[src/rtl/vga_timing_gen.sv]
// Raster timing generator: pixel-tick divider, horizontal/vertical counters and
// registered sync/blank outputs that always describe the same pixel as x/y.
module vga_timing_gen #(
  parameter int CLK_DIV  = 2,
  parameter int H_ACTIVE = 640,
  parameter int H_FP     = 16,
  parameter int H_SYNC   = 96,
  parameter int H_BP     = 48,
  parameter int V_ACTIVE = 480,
  parameter int V_FP     = 10,
  parameter int V_SYNC   = 2,
  parameter int V_BP     = 33
) (
  input  logic       clk,
  input  logic       rst_n,
  output logic       pix_en,
  output logic       vga_clk,
  output logic [9:0] x,
  output logic [9:0] y,
  output logic       hsync,
  output logic       vsync,
  output logic       blank_n,
  output logic       sync_n,
  output logic       frame_start
);

  localparam int H_TOTAL = H_ACTIVE + H_FP + H_SYNC + H_BP;
  localparam int V_TOTAL = V_ACTIVE + V_FP + V_SYNC + V_BP;
  localparam int DIV_W   = (CLK_DIV > 1) ? $clog2(CLK_DIV) : 1;

  localparam logic [DIV_W-1:0] DIV_LAST = DIV_W'(CLK_DIV - 1);
  localparam logic [DIV_W-1:0] DIV_HALF = DIV_W'(CLK_DIV / 2);

  localparam logic [9:0] H_LAST = 10'(H_TOTAL - 1);
  localparam logic [9:0] V_LAST = 10'(V_TOTAL - 1);

  // Region bounds kept 11 bits wide so an end bound of exactly 1024 still compares correctly.
  localparam logic [10:0] H_ACT_END = 11'(H_ACTIVE);
  localparam logic [10:0] HS_START  = 11'(H_ACTIVE + H_FP);
  localparam logic [10:0] HS_END    = 11'(H_ACTIVE + H_FP + H_SYNC);
  localparam logic [10:0] V_ACT_END = 11'(V_ACTIVE);
  localparam logic [10:0] VS_START  = 11'(V_ACTIVE + V_FP);
  localparam logic [10:0] VS_END    = 11'(V_ACTIVE + V_FP + V_SYNC);

  logic             running;
  logic [DIV_W-1:0] div_cnt;

  logic       x_wrap;
  logic       y_wrap;
  logic [9:0] x_nxt;
  logic [9:0] y_nxt;
  logic       hsync_nxt;
  logic       vsync_nxt;
  logic       blank_n_nxt;

  // The divider only starts on the first edge after reset release, so the first
  // pixel tick arrives CLK_DIV clocks after release.
  always_ff @(posedge clk or negedge rst_n) begin
    if (!rst_n) begin
      running <= 1'b0;
    end else begin
      running <= 1'b1;
    end
  end

  always_ff @(posedge clk or negedge rst_n) begin
    if (!rst_n) begin
      div_cnt <= '0;
    end else if (running) begin
      if (pix_en) begin
        div_cnt <= '0;
      end else begin
        div_cnt <= div_cnt + DIV_W'(1);
      end
    end
  end

  assign pix_en = running && (div_cnt == DIV_LAST);

  // Low for the first half of each pixel, so the DAC's rising edge lands mid-pixel.
  generate
    if (CLK_DIV == 1) begin : g_vga_clk_direct
      assign vga_clk = running;
    end else begin : g_vga_clk_div
      assign vga_clk = running && (div_cnt >= DIV_HALF);
    end
  endgenerate

  always_comb begin
    x_wrap = (x == H_LAST);
    y_wrap = (y == V_LAST);
    x_nxt  = x_wrap ? 10'd0 : x + 10'd1;
    y_nxt  = y;
    if (x_wrap) begin
      y_nxt = y_wrap ? 10'd0 : y + 10'd1;
    end
  end

  // Decode from the next coordinates so the registered syncs line up with x/y.
  always_comb begin
    hsync_nxt   = !(({1'b0, x_nxt} >= HS_START) && ({1'b0, x_nxt} < HS_END));
    vsync_nxt   = !(({1'b0, y_nxt} >= VS_START) && ({1'b0, y_nxt} < VS_END));
    blank_n_nxt = ({1'b0, x_nxt} < H_ACT_END) && ({1'b0, y_nxt} < V_ACT_END);
  end

  always_ff @(posedge clk or negedge rst_n) begin
    if (!rst_n) begin
      x       <= '0;
      y       <= '0;
      hsync   <= 1'b1;
      vsync   <= 1'b1;
      blank_n <= 1'b1;
    end else if (pix_en) begin
      x       <= x_nxt;
      y       <= y_nxt;
      hsync   <= hsync_nxt;
      vsync   <= vsync_nxt;
      blank_n <= blank_n_nxt;
    end
  end

  // Only an actual wrap to (0,0) pulses; coming out of reset at (0,0) does not.
  always_ff @(posedge clk or negedge rst_n) begin
    if (!rst_n) begin
      frame_start <= 1'b0;
    end else begin
      frame_start <= pix_en && x_wrap && y_wrap;
    end
  end

  assign sync_n = 1'b0;

endmodule
[config.mk]
export PLATFORM = sky130hd
export DESIGN_NAME = vga_timing_gen
export DESIGN_NICKNAME = d
export VERILOG_FILES = /design/src/rtl/vga_timing_gen.sv
export SDC_FILE = /design/constraint.sdc
export NUM_CORES = 1
export LEC_CHECK = 0
export BUFFER_PORTS_ARGS = -buffer_cell sky130_fd_sc_hd__buf_2
export CORE_MARGIN = 5
export CORE_UTILIZATION = 30
export DETAILED_ROUTE_END_ITERATION = 12
export PLACE_DENSITY_LB_ADDON = 0.05
export SLEW_MARGIN = 20
export SYNTH_ARGS = -nofsm -noshare
export SYNTH_HDL_FRONTEND = slang
export SYNTH_SLANG_ARGS = --single-unit
[constraint.sdc]
create_clock -name clk -period 2.6 [get_ports clk]
set_input_delay 0.13 -clock clk [delete_from_list [all_inputs] [get_ports clk]]
set_output_delay 0.13 -clock clk [all_outputs]
set_load 0.03 [all_outputs]
* After elaboration in Yosys (flattened, before gate mapping)
Index checks and enable logic that the tools add are counted. Widths: inputs -> output; s select.
Operators by class: $lt $le $gt $ge 7, bitwise gates (word level) 0, reductions and logical operators 9, divide/modulo/power cells 0, multipliers 0, eq/ne operators 2, muxes and demuxes 4, shift-type cells 0, add/subtract/negate cells 3
Operator list (number):
- $mux 10 | 3
- $add 10x1->10 const B | 2
- $eq 10x10->1 const B | 2
- $lt 10x10->1 const B | 2
- $lt 10x9->1 const B | 2
- $ge 10x10->1 const B | 1
- $ge 10x9->1 const B | 1
- $logic_and 1x1->1 | 7
- $logic_not 1->1 | 2
- $add 1x1->1 const B | 1
- $ge 1x1->1 const B | 1
- $mux 1 | 1
Storage, ports and cells: bits in read-only memories 0, bits of input ports 2, output and inout port bits 27, bits in latches 0, word-level logic and storage cells 33, memories kept 0, bits in writable memories 0, register bits 26

* Depth between registers and ports, before layout
depth after elaboration 6, depth in mapped cells 9, gate-level depth less buffers 8

* Worst setup path after synthesis
No wires, ideal clock.
kind register to register, start point reg x[0], end point reg blank_n, setup time 0.086 ns, data required time 2.514 ns, slack 0.296 ns, arrival 2.218 ns, clock period less this slack 2.304 ns, stages on the path, launching flop included 9, path buffers 2, path through dfrtp_1 > ha_1 > and4_1 > clkbuf_1 > and3_2 > clkbuf_1 > o21ai_2 > a211o_1 > o31ai_2
Between the ends: longest elaborated chain between the ends 4, elaborated cells between the ends (all ways) 7, those cells by class 1 x add/sub; 2 x order compare; 1 x eq/ne; 2 x mux; 1 x reduce/logical
RTL lines:
- start, declared | line 18 | output logic [9:0] x,
- start signal, assigned | line 114 | x <= x_nxt;
- $add 10x1->10 / $eq 10x10->1 (equally long branches) | line 92, 90
- $mux 10, on equally long branches | line 92, 94
- $lt 10x10->1 / $lt 10x9->1 (equally long branches) | line 103 | blank_n_nxt = ({1'b0, x_nxt} < H_ACT_END) && ({1'b0, y_nxt} < V_ACT_END);
- $logic_and 1x1->1 * | line 103
- end signal, assigned | line 118 | blank_n <= blank_n_nxt;
- end, declared | line 22 | output logic blank_n,
Every way passes the cells marked *; elsewhere a longest branch is shown, timed or not. A chain may end at the register's enable or synchronous reset.

* Worst setup path in the final report
start point reg y[6], end point reg vsync
Between the ends: longest elaborated chain between the ends 6, elaborated cells between the ends (all ways) 8, those cells by class 1 x add/sub; 2 x order compare; 1 x eq/ne; 2 x mux; 2 x reduce/logical
RTL lines:
- start, declared | line 19 | output logic [9:0] y,
- start signal, assigned | line 115 | y <= y_nxt;
- $add 10x1->10 / $eq 10x10->1 (equally long branches) | line 95, 91
- $mux 10 | line 95 | y_nxt = y_wrap ? 10'd0 : y + 10'd1;
- $mux 10 * | line 94 | if (x_wrap) begin
- $ge 10x9->1 / $lt 10x9->1 (equally long branches) | line 102 | vsync_nxt = !(({1'b0, y_nxt} >= VS_START) && ({1'b0, y_nxt} < VS_END));
- $logic_and 1x1->1 * | line 102
- $logic_not 1->1 * | line 102
- end signal, assigned | line 117 | vsync <= vsync_nxt;
- end, declared | line 21 | output logic vsync,
Marks and branches as above.

==> run_results.csv <==
group,metric,value,unit
status,status,"finished, final reports clean",
placed_design,placed_area,1840,um^2
power_and_ir_drop,switching_share,38.9,%
power_and_ir_drop,power,1.19,mW
synth,synth_cell_types,48,
synth,synth_enable_flop_cells,0,
power_and_ir_drop,power.share.combinational,32.0,%
critical_path,kind_of_capture_point_of_the_worst_setup_path,"flip-flop",
critical_path,cp-startpoint,"y[6]$_DFFE_PN0P_",
clock_tree,worst_skew_pair.late_latency,0.27,ns
critical_path,required,2.79,ns
power_and_ir_drop,max_rail_drop_vdd,0.256,mV
synth,post_synth.cell_area_avg,8.65,um^2
timing,final-hold-violation-count,0,
global_route,grt_use_total,12.5,%
cells_and_area,antennaDiodeCount,0,
synth,mappedNetlistNets,195,
synth,synth.most_common_cell,"sky130_fd_sc_hd__nand2_1",
global_route,grt_max_degree,27,
synth,netlist_area,1630,um^2
floorplanning,core_footprint,5200,um^2
placed_design,dpl_worst_slack,0.276,ns
drt,drc_errors,0,
cells_and_area,areaGrowthSynthToFinish,17.2,%
drt,drt_pre_antenna_iters,4,
placed_design,gp_congestion,0.849,
critical_path,timing_worst_setup_path_type,"reg -> reg",
synth,synth_seq_area_share,40.0,%
clock_tree,clkSlewWorstSetupHoldPaths,0.10,ns
timing,fin_worst_skew,0.00614,ns
clock_tree,max-clock-path-buffers,2,
floorplanning,fp.dieArea,7020,um^2
clock_tree,cts-buffers-inserted,3,
critical_path,reg2reg_from,"y[6]$_DFFE_PN0P_",
cells_and_area,finish.instance_area,1910,um^2
timing,worst_slew_margin_rel,58.2,%
power_and_ir_drop,p_per_area,621,nW/um^2
synth,async_flop_share,100,%
power_and_ir_drop,share_seq_of_total_power,45.6,%
critical_path,worstPathMaxFanout,9,
floorplanning,io_pins,29,
synth,ys_warn_count,0,
power_and_ir_drop,power.internal,0.727,mW
cells_and_area,fin_cells,286,
clock_tree,htree_num_levels,1,
floorplanning,die_span_in_y,83.8,um
placed_design,port_buffers,27,
timing,grt_setup_unrepaired,"no",
cells_and_area,finalCoreUtilization,36.8,%
timing,finalSetupViolations,0,
timing,min_period,2.38,ns
cells_and_area,fin_nets,223,
floorplanning,die-width,83.8,um
timing,setup_slack,0.225,ns
synth,synth_top_area_share,35.2,%
floorplanning,floorplan.initialDensity,31.4,%
cells_and_area,multi_input_combinational_cell_area,905,um^2
synth,ys_top_cells_by_count,"sky130_fd_sc_hd__nand2_1, sky130_fd_sc_hd__dfrtp_1, sky130_fd_sc_hd__o21ai_0",
cells_and_area,layout-drive-gt1-share,23.1,%
synth,postSynthCellCount,189,
cells_and_area,fillCellCount,564,
power_and_ir_drop,power.leakage,0.813,nW
drt,route.vias.total,1495,
clock_tree,post_cts_setup_buffers,0,
timing,final_max_slew_viol_count,0,
floorplanning,num_rows,26,
critical_path,ff2ff_path_depth,5,
synth,yosys_most_used_dff,"sky130_fd_sc_hd__dfrtp_1",
synth,post_synth_main_area_contributors,"sky130_fd_sc_hd__dfrtp_1, sky130_fd_sc_hd__nand2_1, sky130_fd_sc_hd__dfstp_2",
timing,max_slew.worst_pin.slew,0.619,ns
job,max_cap_violations,0,
global_route,grt_antenna_before_repair,0,
clock_tree,sink_count_of_the_clock_tree,26,
global_route,wire_length_of_the_first_global_routing_pass,7.22,mm
power_and_ir_drop,net_switching_component_of_the_power,0.463,mW
cells_and_area,seqCellArea,654,um^2
critical_path,kind_of_start_point_of_the_critical_path,"flip-flop",
placed_design,dp_cells,281,
critical_path,timing.critical_path.arrival,2.56,ns
clock_tree,cts_root_buffer,"sky130_fd_sc_hd__clkbuf_8",
timing,whs,0.401,ns
timing,timing.final.crit_share,91.4,%
drt,antenna_left,0,
clock_tree,cts_tree,"done",
timing,fmaxAchievable,421,MHz
power_and_ir_drop,power.share.clock,22.4,%
timing,tns,0,ns
hold_path,hold_path_class,"in -> async",
drt,drt_iter0_drc,38,
drt,vias_per_cell,5.23,
synth,synth_seq_cells,26,
synth,post-synth-top-area-cell,"sky130_fd_sc_hd__dfrtp_1",
placed_design,dpl.hpwl,3.16,mm
drt,detailed_route_wire_length_per_cell,15.1,um
global_route,overflow,0,
global_route,grt_pass1_vias,1488,
drt,finalWirelength,4.31,mm
==> sequential cells by signal, indices dropped and copies added (netlist names) <==
name and flops:
blank_n 1, hsync 1, x 10, running 1
y 10, div_cnt 1, frame_start 1, vsync 1
==> cell type report <==
cell class | instances | area share (%)
Inverter | 6 | 1.18
Clock buffer | 4 | 2.88
Tap cell | 70 | 4.58
Sequential cell | 26 | 34.2
Multi-Input combinational cell | 146 | 47.3
Timing Repair Buffer | 34 | 9.93
==> critical path: stages (launching register included) <==
cell                        delay [ns]
sky130_fd_sc_hd__dfrtp_1          0.47
sky130_fd_sc_hd__or4b_4           0.57
sky130_fd_sc_hd__nor4_4           0.51
sky130_fd_sc_hd__o21ai_2          0.15
sky130_fd_sc_hd__a2111oi_0        0.46
sky130_fd_sc_hd__a31oi_1          0.14
==> final timing paths <==
path / endpoint / slack [ns]
setup / recovery: vsync$_DFFE_PN1P_ / 0.22
hold / removal: x[2]$_DFFE_PN0P_ / 0.40
setup reg to reg: vsync$_DFFE_PN1P_ / 0.22
hold reg to reg: div_cnt$_DFFE_PN0P_ / 0.47
max in group asynchronous: frame_start$_DFF_PN0_ / 1.79
min in group clk: div_cnt$_DFFE_PN0P_ / 0.47
==> cell families after synthesis <==
group | share of synthesized area, %
and+or+nand+nor | 27.0
AOI/OAI and AO/OA | 19.7
DFF | 40.0
buffers and inverters | 4.90
xor gates and xnor gates | 4.82
adders and majority gates | 3.06
other | 0.460
==> layout by cell type (no fill, tap or decap), drive strengths merged, types with 3 or more instances in the layout <==
cell type,instances
and2,4
nor2,12
nor4,3
buf,33
a31oi,5
ha,4
dfrtp,23
xnor2,6
nand4,3
a21oi,5
nand2,26
dfstp,3
or3,3
nand3,14
clkbuf,4
inv,6
xor2,3
o31ai,6
and3,5
o21ai,16
nand2b,4
==> what timing repair did <==
action	4_1_cts	5_1_grt
hold buffers	1	0
resized for setup	0	1
endpoints found under the hold margin	23	0
setup endpoints to repair	0	1
==> power groups by stage <==
stage / logic [mW] / clock network [mW] / registers (mW)
after floorplan: 0.188 / 0 / 0.634
after global placement: 0.383 / 0 / 0.547
after detailed placement: 0.384 / 0 / 0.550
after CTS: 0.387 / 0.283 / 0.542
after global routing: 0.411 / 0.296 / 0.552
final: 0.380 / 0.266 / 0.542
==> layer usage <==
layer	GRT usage (%)	wire length [um]
met1	16.0	1980
met2	21.6	2150
met3	2.07	148
met4	3.51	38
met5	0	0
No activity file was read; power rests on OpenSTA's default activity.
